==> src/rtl/handshake_demux.sv <==
// handshake_demux: four-phase req/ack demultiplexer.
// One upstream channel is forwarded to one of COUNT downstream channels chosen
// by a destination captured with the request. The upstream handshake completes
// only after the downstream handshake has closed. Out-of-range destinations are
// acknowledged locally, dropped and counted with a saturating counter.
module handshake_demux #(
    parameter int COUNT      = 5,
    parameter int COUNT_BITS = 3,
    parameter int DATA_BITS  = 8,
    parameter int DROP_BITS  = 8
) (
    input  logic                  clk,
    input  logic                  reset,
    input  logic                  req_in,
    output logic                  ack_in,
    input  logic [COUNT_BITS-1:0] sel_in,
    input  logic [DATA_BITS-1:0]  data_in,
    output logic [COUNT-1:0]      reqs_out,
    input  logic [COUNT-1:0]      acks_out,
    output logic [DATA_BITS-1:0]  data_out,
    output logic [COUNT_BITS-1:0] selected,
    output logic                  busy,
    output logic [DROP_BITS-1:0]  drop_count
);

    typedef enum logic [2:0] {
        IDLE,
        FWD,
        HOLD,
        REL,
        DROP
    } state_t;

    state_t state;
    state_t state_nxt;

    logic [COUNT-1:0] in_onehot;
    logic [COUNT-1:0] sel_onehot;
    logic             sel_valid;
    logic             sel_ack;

    logic             capture;
    logic             drop_inc;
    logic             ack_in_nxt;
    logic             busy_nxt;
    logic [COUNT-1:0] reqs_out_nxt;

    // Decode the incoming and the latched destination into one-hot channel masks
    always_comb begin
        in_onehot  = '0;
        sel_onehot = '0;
        for (int i = 0; i < COUNT; i++) begin
            in_onehot[i]  = (sel_in == COUNT_BITS'(i));
            sel_onehot[i] = (selected == COUNT_BITS'(i));
        end
    end

    // An out-of-range destination matches no channel; only the latched
    // channel's acknowledge is ever looked at.
    assign sel_valid = |in_onehot;
    assign sel_ack   = |(acks_out & sel_onehot);

    // State register
    always_ff @(posedge clk or negedge reset) begin
        // NOTE: clocked state uses non-blocking assignments so every register
        // samples pre-edge values regardless of block ordering.
        if (!reset) begin
            state <= IDLE;
        end else begin
            state <= state_nxt;
        end
    end

    // Next-state logic: each transition fires on the first edge its level is seen
    always_comb begin
        // NOTE: the default assignment first keeps this block from inferring a
        // latch on paths that do not mention state_nxt.
        state_nxt = state;
        case (state)
            IDLE: if (req_in)   state_nxt = sel_valid ? FWD : DROP;
            FWD:  if (sel_ack)  state_nxt = HOLD;
            HOLD: if (!req_in)  state_nxt = REL;
            REL:  if (!sel_ack) state_nxt = IDLE;
            DROP: if (!req_in)  state_nxt = IDLE;
            default:            state_nxt = IDLE;
        endcase
    end

    // Output logic: next values of the registered outputs, derived from the next state
    always_comb begin
        capture      = (state == IDLE) && req_in;
        drop_inc     = capture && !sel_valid && (drop_count != '1);
        busy_nxt     = (state_nxt != IDLE);
        ack_in_nxt   = (state_nxt == HOLD) || (state_nxt == REL) || (state_nxt == DROP);
        reqs_out_nxt = '0;
        if ((state_nxt == FWD) || (state_nxt == HOLD)) begin
            // On the accepting edge the latch is not loaded yet, so use sel_in.
            reqs_out_nxt = (state == IDLE) ? in_onehot : sel_onehot;
        end
    end

    // Output and capture registers; reset clears downstream requests at once
    always_ff @(posedge clk or negedge reset) begin
        if (!reset) begin
            ack_in     <= 1'b0;
            reqs_out   <= '0;
            data_out   <= '0;
            selected   <= '0;
            busy       <= 1'b0;
            drop_count <= '0;
        end else begin
            ack_in   <= ack_in_nxt;
            reqs_out <= reqs_out_nxt;
            busy     <= busy_nxt;
            if (capture) begin
                selected <= sel_in;
                data_out <= data_in;
            end
            if (drop_inc) begin
                drop_count <= drop_count + 1'b1;
            end
        end
    end

endmodule

==> config.mk <==
export PLATFORM = sky130hd
export DESIGN_NAME = handshake_demux
export DESIGN_NICKNAME = d
export VERILOG_FILES = /design/src/rtl/handshake_demux.sv
export SDC_FILE = /design/constraint.sdc
export NUM_CORES = 1
export LEC_CHECK = 0
export ABC_AREA = 1
export BUFFER_PORTS_ARGS = -buffer_cell sky130_fd_sc_hd__buf_2
export CORE_ASPECT_RATIO = 0.5
export CORE_MARGIN = 1.5
export CORE_UTILIZATION = 30
export CTS_BUF_LIST = sky130_fd_sc_hd__clkbuf_4 sky130_fd_sc_hd__clkbuf_8
export CTS_CLUSTER_DIAMETER = 150
export DETAILED_ROUTE_END_ITERATION = 10
export GPL_TIMING_DRIVEN = 0
export PLACE_DENSITY_LB_ADDON = 0.3
export RECOVER_POWER = 100
export SLEW_MARGIN = 20
export SYNTH_ARGS = -nofsm -noshare
export SYNTH_HDL_FRONTEND = slang
export SYNTH_SLANG_ARGS = --single-unit
==> constraint.sdc <==
create_clock -name clk -period 1.9 [get_ports clk]
set_input_delay 0.095 -clock clk [delete_from_list [all_inputs] [get_ports clk]]
set_output_delay 0.095 -clock clk [all_outputs]
set_load 0.01 [all_outputs]
==> results of run 1 <==
-- metal layers --
layer  vias to the layer above  track usage (%)  part of all wire (%)
met1                       545             14.9                    47
li1                        568                -                     -
met3                         6             3.76                   4.8
met4                         0             6.34                   1.4
met5                         -                0                     0
met2                        20             19.9                    46
-- power by group through the flow --
stage	sequential, mW	clock [mW]	combinational, mW
3_3_place_gp	1.01	0	1.28
4_1_cts	1.00	0.513	1.31
2_1_floorplan	1.10	0	0.819
6_report	1.00	0.496	1.18
3_5_place_dp	1.01	0	1.30
5_1_grt	1.03	0.544	1.31
-- sequential cells by signal, summed over array words and instances, names as in the netlist --
signal	flops
ack_in	1
busy	1
data_out	8
drop_count	8
reqs_out	5
selected	3
state	3
-- final cells by class --
type,instances,area [um^2]
clock inverter,3,17.5
clock buffer,5,68.8
timing repair buffer,45,198
tap,66,82.6
inverter,13,48.8
buffer,4,17.5
fill,483,2720
sequential,29,726
multi-input combinational,91,609
-- worst max path at each step --
stage	startpoint	endpoint	cells past startpoint
after detailed placement	drop_count[0]	drop_count[1]	6
after global routing	selected[1]	reqs_out[3]	9
after global placement	drop_count[0]	drop_count[1]	6
after floorplan	drop_count[0]	drop_count[1]	6
final	drop_count[0]	drop_count[1]	6
after CTS	drop_count[0]	drop_count[1]	6
-- cells by family (layout without fill, tap and decap cells) --
group | count (synthesis) | in the layout
and+or+nand+nor | 54 | 54
DFF | 29 | 29
AOI/OAI and AO/OA | 19 | 19
buffers and inverters | 17 | 70
muxes | 10 | 10
xor gates and xnor gates | 7 | 7
adders and majority gates | 1 | 1
-- worst max-delay path, cell delays in order, from the launching register on --
cell     delay, ns
dfrtp_1       0.40
ha_1          0.19
nand3_1       0.10
nor3b_1       0.29
nand3_1       0.22
nand2_4       0.16
mux2_4        0.30
-- per-stage QoR --
stage	util [%]	instance area, um^2	hold slack, ns	std cells	power, mW
6_report	39.4	1770	0.0447	256	2.67
5_1_grt	39.4	1770	0.0341	256	2.88
4_1_cts	40.9	1840	0.0357	256	2.82
2_1_floorplan	-	1440	-0.201	137	1.92
3_3_place_gp	38.8	1740	0.159	247	2.28
3_5_place_dp	38.8	1740	0.166	247	2.31
-- cell usage after synthesis, types with 2 or more instances --
library cell and count:
nand4_1 4, xor2_1 4, buf_2 3, nand2_1 12, a21oi_1 5, nor2_4 2, mux2_2 8, nor2_1 6
o31ai_1 3, inv_2 2, dfrtp_1 29, nand3_2 3, nand2_2 2, o21ai_0 8, nor3_1 9, inv_1 11
xnor2_1 3, nand3_1 7, nand2_4 2, mux2_4 2
-- placed cells by master, fill, tap and decap left out, drive strengths merged --
master	instances
inv	13
nand3	11
nand4	4
dfrtp	29
and2	1
xor2	4
nor3	11
buf	19
clkinv	2
a21oi	7
or2	1
nand2	16
o21ai	9
clkinvlp	1
clkbuf	34
ha	1
xnor2	3
o31ai	3
dlygate4sd3	1
mux2	10
nor3b	1
nor2	9
==> summary.txt, run 1 <==
core box area: 4490 um^2
synth top area cells: dfrtp_1 51%, mux2_2 6.3%, nor3_1 3.1%
Post-Syn Nets: 157
share of cells above drive strength 1: 26.8%
post-synthesis compound-gate area fraction: 8.19%
Post-DRT Antenna Nets: 0
hold_sp: data_in[4]
I/O pins: 45
Placer Congestion: 0.765
post-synthesis xor/xnor area fraction: 4.27%
CTS resizes: 0
Pwr Density: 1510 nW/um^2
clock buffer depth: 2
HP Class: in2reg
kind of end point of the critical path: register
Psw: 1.11 mW
DRC viols: 0
Fmax achieved: 564 MHz
antenna violations before repair: 0
FF-to-FF End: drop_count[1]
worst slew pin tran: 0.720 ns
Synth Area in Simple Gates: 23.1%
minimum clock period: 1.77 ns
CP Class: reg2reg
sequential cell area fraction in the yosys report: 50.5%
status: completed
Post-synth EDFFs: 0
sw frac: 41.5%
die width: 101 um
setup_tns: 0 ns
Post-Syn Area: 1440 um^2
CTS tree: built
CTS sink cnt: 29
CTS root buf: clkbuf_8
pre-CTS setup slack: 0.157 ns
Gate power share: 44.0%
Max Slew Vio Count: 0
Pleak: 0.823 nW
Diodes inserted: 0
mux contribution to synthesized area: 8.36%
RSZ-0062 raised after global routing: false
area grow syn2layout: 23.1%
post-synthesis adder-cell area fraction: 0.871%
Post-CTS Hold Fix Bufs: 1
R2R Setup Slk: 0.13 ns
H-Tree Depth: 2
r2r startpoint: drop_count[0]
ys flop type: dfrtp_1
buffers added on ports: 44
count of cell types in the netlist: 32
Required @ worst endpoint: 2.07 ns
FF-to-FF path depth: 6
Worst Path Arrival: 1.94 ns
hpwl dp: 2200 um
via count: 1,139
Hold Path Cell Cnt: 2
Final setup viols: 0
Global Route Usage Sum: 12.3%
later-pin clock latency in the skew report: 0.28 ns
crit-path max FO: 6
async set or reset register ratio after synthesis: 100%
die area: 5240 um^2
clk slew on worst S/H paths: 0.06 ns
cell taking the most area after synthesis: dfrtp_1
DRT Pass-1 Iters: 4
Synth Instances: 137
Post-CTS Setup Inserts: 0
Starting Density: 32.0%
Max Cap Viol: 0
Hold EP: data_out[4]
Clk network pwr share: 18.6%
Detailed Route WL: 2940 um
routed len/inst: 11.5 um
number of CTS-inserted buffers: 5
top cell type's share of synthesized area: 50.5%
Layout Nets: 209
wire length of the first global-routing pass: 4790 um
VDD IR-drop max: 0.534 mV
worst setup margin: 0.127 ns
largest net degree at the start of global routing: 30
synth warn: 0
largest family of logic cells by synthesized area: simple AND/OR/NAND/NOR gates
period utilization: 93.3%
Slew HR: 52.0%
Reg power frac: 37.4%
vias in the first global route: 1,075
row count: 17
die height: 51.9 um
final hold vios: 0
skew final: 0.00541 ns
syn avg cell area: 10.5 um^2
initial drt markers: 31
drt via density: 4.45
flops & latches, synth: 29
GR Overflow Total: 0
CP Launch Type: register
P_int: 1.56 mW
No activity file was read; power rests on OpenSTA's default activity.
==> run 2: changes to the inputs <==
--- a/config.mk
+++ b/config.mk
@@ -13,7 +13,6 @@
 export CTS_BUF_LIST = sky130_fd_sc_hd__clkbuf_4 sky130_fd_sc_hd__clkbuf_8
 export CTS_CLUSTER_DIAMETER = 150
 export DETAILED_ROUTE_END_ITERATION = 10
-export GPL_TIMING_DRIVEN = 0
 export PLACE_DENSITY_LB_ADDON = 0.3
 export RECOVER_POWER = 100
 export SLEW_MARGIN = 20
==> summary.txt, run 2 (synthesis results as in run 1) <==
status: completed
Util after Layout: 39.8%
VDD IR-drop max: 0.697 mV
crit-path max FO: 6
pre-CTS setup slack: 0.156 ns
CTS sink cnt: 29
buffers added on ports: 44
H-Tree Depth: 2
kind of end point of the critical path: register
Power, Total: 2.76 mW
Layout Nets: 207
GR Overflow Total: 0
Max Cap Viol: 0
Global Route Usage Sum: 12.2%
area grow syn2layout: 24.3%
hpwl dp: 2230 um
HP Class: in2reg
die width: 101 um
Diodes inserted: 0
Final setup viols: 0
Starting Density: 32.0%
clk slew on worst S/H paths: 0.07 ns
core box area: 4490 um^2
DRC viols: 0
drt via density: 4.47
worst setup margin: 0.174 ns
CP Class: reg2reg
Placer Congestion: 0.746
largest net degree at the start of global routing: 30
number of CTS-inserted buffers: 5
Max Slew Vio Count: 0
most frequent cells in the layout: 29 x dfrtp_1, 26 x clkbuf_1, 17 x buf_2
share of cells above drive strength 1: 26.6%
initial drt markers: 62
CTS tree: built
row count: 17
register area: 726 um^2
Regs by FF count: data_out: 8 flops, drop_count: 8 flops, reqs_out: 5 flops
die area: 5240 um^2
minimum clock period: 1.73 ns
RSZ-0062 raised after global routing: false
Required @ worst endpoint: 2.11 ns
worst slew pin tran: 0.722 ns
routed len/inst: 11.7 um
vias in the first global route: 1,111
wire length of the first global-routing pass: 4810 um
Fmax achieved: 579 MHz
later-pin clock latency in the skew report: 0.28 ns
Pleak: 0.825 nW
I/O pins: 45
most common cell after layout, fill and taps aside: dfrtp_1
clock buffer depth: 2
setup_tns: 0 ns
CP Launch Type: register
Post-DRT Antenna Nets: 0
antenna violations before repair: 0
die height: 51.9 um
CTS root buf: clkbuf_8
DRT Pass-1 Iters: 4
final hold vios: 0
Detailed Route WL: 2960 um
filler instances: 463
Multi-input gate area: 617 um^2
Worst Path Arrival: 1.93 ns
via count: 1,135
Slew HR: 51.9%
period utilization: 90.8%
skew final: 0.00616 ns
Pwr Density: 1540 nW/um^2
run 2: final timing paths:
kind,startpoint,endpoint,slack [ns],cells past startpoint
min,data_in[3],data_out[3],0.05,2
max,state[0],drop_count[5],0.17,8
max in group asynchronous,reset,ack_in,1.02,2
min reg2reg,data_out[7],data_out[7],0.50,1
max reg2reg,state[0],drop_count[5],0.17,8
min in group asynchronous,reset,drop_count[0],0.42,2
run 2: what timing repair did:
action	CTS	global route
hold buffers	1	0
hold endpoints to repair	29	0
setup endpoints to repair	0	2
setup buffers	0	0
gates resized for setup	0	1
run 2: power by group:
group          switching (mW)  internal (mW)
Clock                   0.231          0.327
Sequential              0.194          0.851
Combinational           0.681          0.472
Total                    1.10           1.65
run 2: worst max-delay path, stage by stage (launching register included):
cell     delay (ns)
dfrtp_1        0.42
inv_1          0.12
nand2_1        0.10
nor2_1         0.21
nand2_4        0.09
nor3_4         0.22
nand2_4        0.12
nor3_1         0.21
xor2_1         0.16
run 2: stage by stage:
stage | instances | hold slack, ns | area (um^2)
5_1_grt | 254 | 0.0475 | 1790
3_5_place_dp | 245 | 0.166 | 1740
4_1_cts | 254 | 0.0411 | 1850
3_3_place_gp | 245 | 0.160 | 1740
6_report | 254 | 0.0457 | 1790
2_1_floorplan | 137 | -0.201 | 1440
run 2: cell type report:
cell class	instances	area share, %
flip-flops and latches	29	40.6
multi-input cells	91	34.5
repair buffers	47	11.8
clock buffers	7	5.40
well taps	66	4.63
inverters	13	2.73
clock inverters	1	0.280
run 2: per-layer routing:
layer	wire (um)	vias up	global-route usage, %
met3	152	4	3.90
li1	-	566	-
met5	0	-	0
met2	1390	29	20.8
met4	30	0	4.93
met1	1390	536	14.5
==> run 3: changes to the inputs <==
--- a/config.mk
+++ b/config.mk
@@ -13,7 +13,7 @@
 export CTS_BUF_LIST = sky130_fd_sc_hd__clkbuf_4 sky130_fd_sc_hd__clkbuf_8
 export CTS_CLUSTER_DIAMETER = 150
 export DETAILED_ROUTE_END_ITERATION = 10
-export PLACE_DENSITY_LB_ADDON = 0.3
+export PLACE_DENSITY = 0.51
 export RECOVER_POWER = 100
 export SLEW_MARGIN = 20
 export SYNTH_ARGS = -nofsm -noshare
==> summary.txt, run 3 (synthesis results as in run 1) <==
sw frac: 39.1%
RSZ-0062 raised after global routing: false
Fmax achieved: 567 MHz
CTS resizes: 0
Pleak: 0.838 nW
setup_tns: 0 ns
share of cells above drive strength 1: 29.6%
Max Slew Vio Count: 0
Pwr Density: 1590 nW/um^2
largest net degree at the start of global routing: 30
CTS tree: built
H-Tree Depth: 2
final hold vios: 0
I/O pins: 45
Reg power frac: 35.3%
initial drt markers: 30
Regs by FF count: data_out: 8 flops, drop_count: 8 flops, reqs_out: 5 flops
Layout Nets: 208
worst slew pin tran: 0.754 ns
buffers added on ports: 44
hpwl dp: 2250 um
row count: 17
area grow syn2layout: 27.1%
wire length of the first global-routing pass: 4990 um
Power, Total: 2.91 mW
area after detailed placement: 1740 um^2
most frequent cells in the layout: 29 x dfrtp_1, 25 x clkbuf_1, 19 x buf_2
clk slew on worst S/H paths: 0.07 ns
antenna violations before repair: 0
Slew HR: 49.7%
most common cell after layout, fill and taps aside: dfrtp_1
skew final: 0.00310 ns
Post-CTS Hold Fix Bufs: 1
Starting Density: 32.0%
via count: 1,134
die width: 101 um
Diodes inserted: 0
DRT Pass-1 Iters: 4
register area: 726 um^2
CTS sink cnt: 29
die area: 5240 um^2
kind of end point of the critical path: register
vias in the first global route: 1,095
period utilization: 92.8%
Multi-input gate area: 632 um^2
drt via density: 4.45
CTS root buf: clkbuf_8
fin area: 1830 um^2
later-pin clock latency in the skew report: 0.28 ns
number of CTS-inserted buffers: 5
Placer Congestion: 0.731
VDD IR-drop max: 0.611 mV
Psw: 1.14 mW
Detailed Route WL: 3010 um
Inst Count DP: 246
clock buffer depth: 2
Clk network pwr share: 23.1%
die height: 51.9 um
DRC viols: 0
HP Class: in2reg
filler instances: 462
routed len/inst: 11.8 um
crit-path max FO: 6
Gate power share: 41.7%
P_int: 1.77 mW
Post-Layout Cell Count: 255
Required @ worst endpoint: 2.06 ns
status: completed
GR Overflow Total: 0
pre-CTS setup slack: 0.172 ns
Max Cap Viol: 0
minimum clock period: 1.76 ns
CP Class: reg2reg
Post-CTS Setup Inserts: 0
CP Launch Type: register
core box area: 4490 um^2
worst setup margin: 0.136 ns
Post-DRT Antenna Nets: 0
Worst Path Arrival: 1.93 ns
Final setup viols: 0
Global Route Usage Sum: 12.8%
-- run 3: changes by cell type in the layout (fill, tap and decap cells not counted), sizes merged --
cell      before  now
buf           18   20
clkbuf        35   33
bufinv         0    1
clkinv         1    0
clkinvlp       0    1
-- run 3: critical path, cell delays in order, from the launching register on --
cell	delay, ns
dfrtp_1	0.43
inv_1	0.13
nand2_2	0.10
nor2_4	0.09
nand2_1	0.19
nor3_4	0.28
nand2_4	0.12
mux2_4	0.31
-- run 3: per-layer routing --
layer / up-vias / share of wire (%) / global-route usage [%]
li1: 571 / - / -
met1: 539 / 47 / 15.9
met2: 21 / 48 / 20.8
met3: 3 / 3.8 / 4.03
met4: 0 / 0.70 / 5.63
met5: - / 0 / 0
-- run 3: power by group through the flow --
stage | clock network, mW | registers [mW] | logic, mW
4_1_cts | 0.704 | 1.02 | 1.30
6_report | 0.671 | 1.03 | 1.21
5_1_grt | 0.733 | 1.06 | 1.36
2_1_floorplan | 0 | 1.10 | 0.819
3_5_place_dp | 0 | 1.03 | 1.29
3_3_place_gp | 0 | 1.03 | 1.28
-- run 3: area by class of cell --
| type | instances | share of cell area, % |
|---|---|---|
| Tap cell | 66 | 4.52 |
| Clock buffer | 6 | 4.52 |
| Clock inverter | 2 | 2.06 |
| Timing Repair Buffer | 48 | 11.9 |
| Sequential cell | 29 | 39.8 |
| Inverter | 13 | 2.67 |
| Multi-Input combinational cell | 91 | 34.6 |
-- run 3: per-stage QoR --
stage | util [%] | hold WS [ns]
floorplan | - | -0.201
global placement | 38.8 | 0.173
detailed placement | 38.8 | 0.179
CTS | 41.7 | 0.0304
global route | 40.7 | 0.0295
finish | 40.7 | 0.0471
-- run 3: path summary, 6_finish.rpt --
check | startpoint | end | slack, ns | depth (start not counted)
max | state[0] | drop_count[1] | 0.14 | 7
min reg2reg | data_out[5] | data_out[5] | 0.51 | 1
min | data_in[7] | data_out[7] | 0.05 | 2
min in group asynchronous | reset | drop_count[3] | 0.41 | 2
max in group asynchronous | reset | reqs_out[4] | 1.00 | 2
max reg2reg | state[0] | drop_count[1] | 0.14 | 7
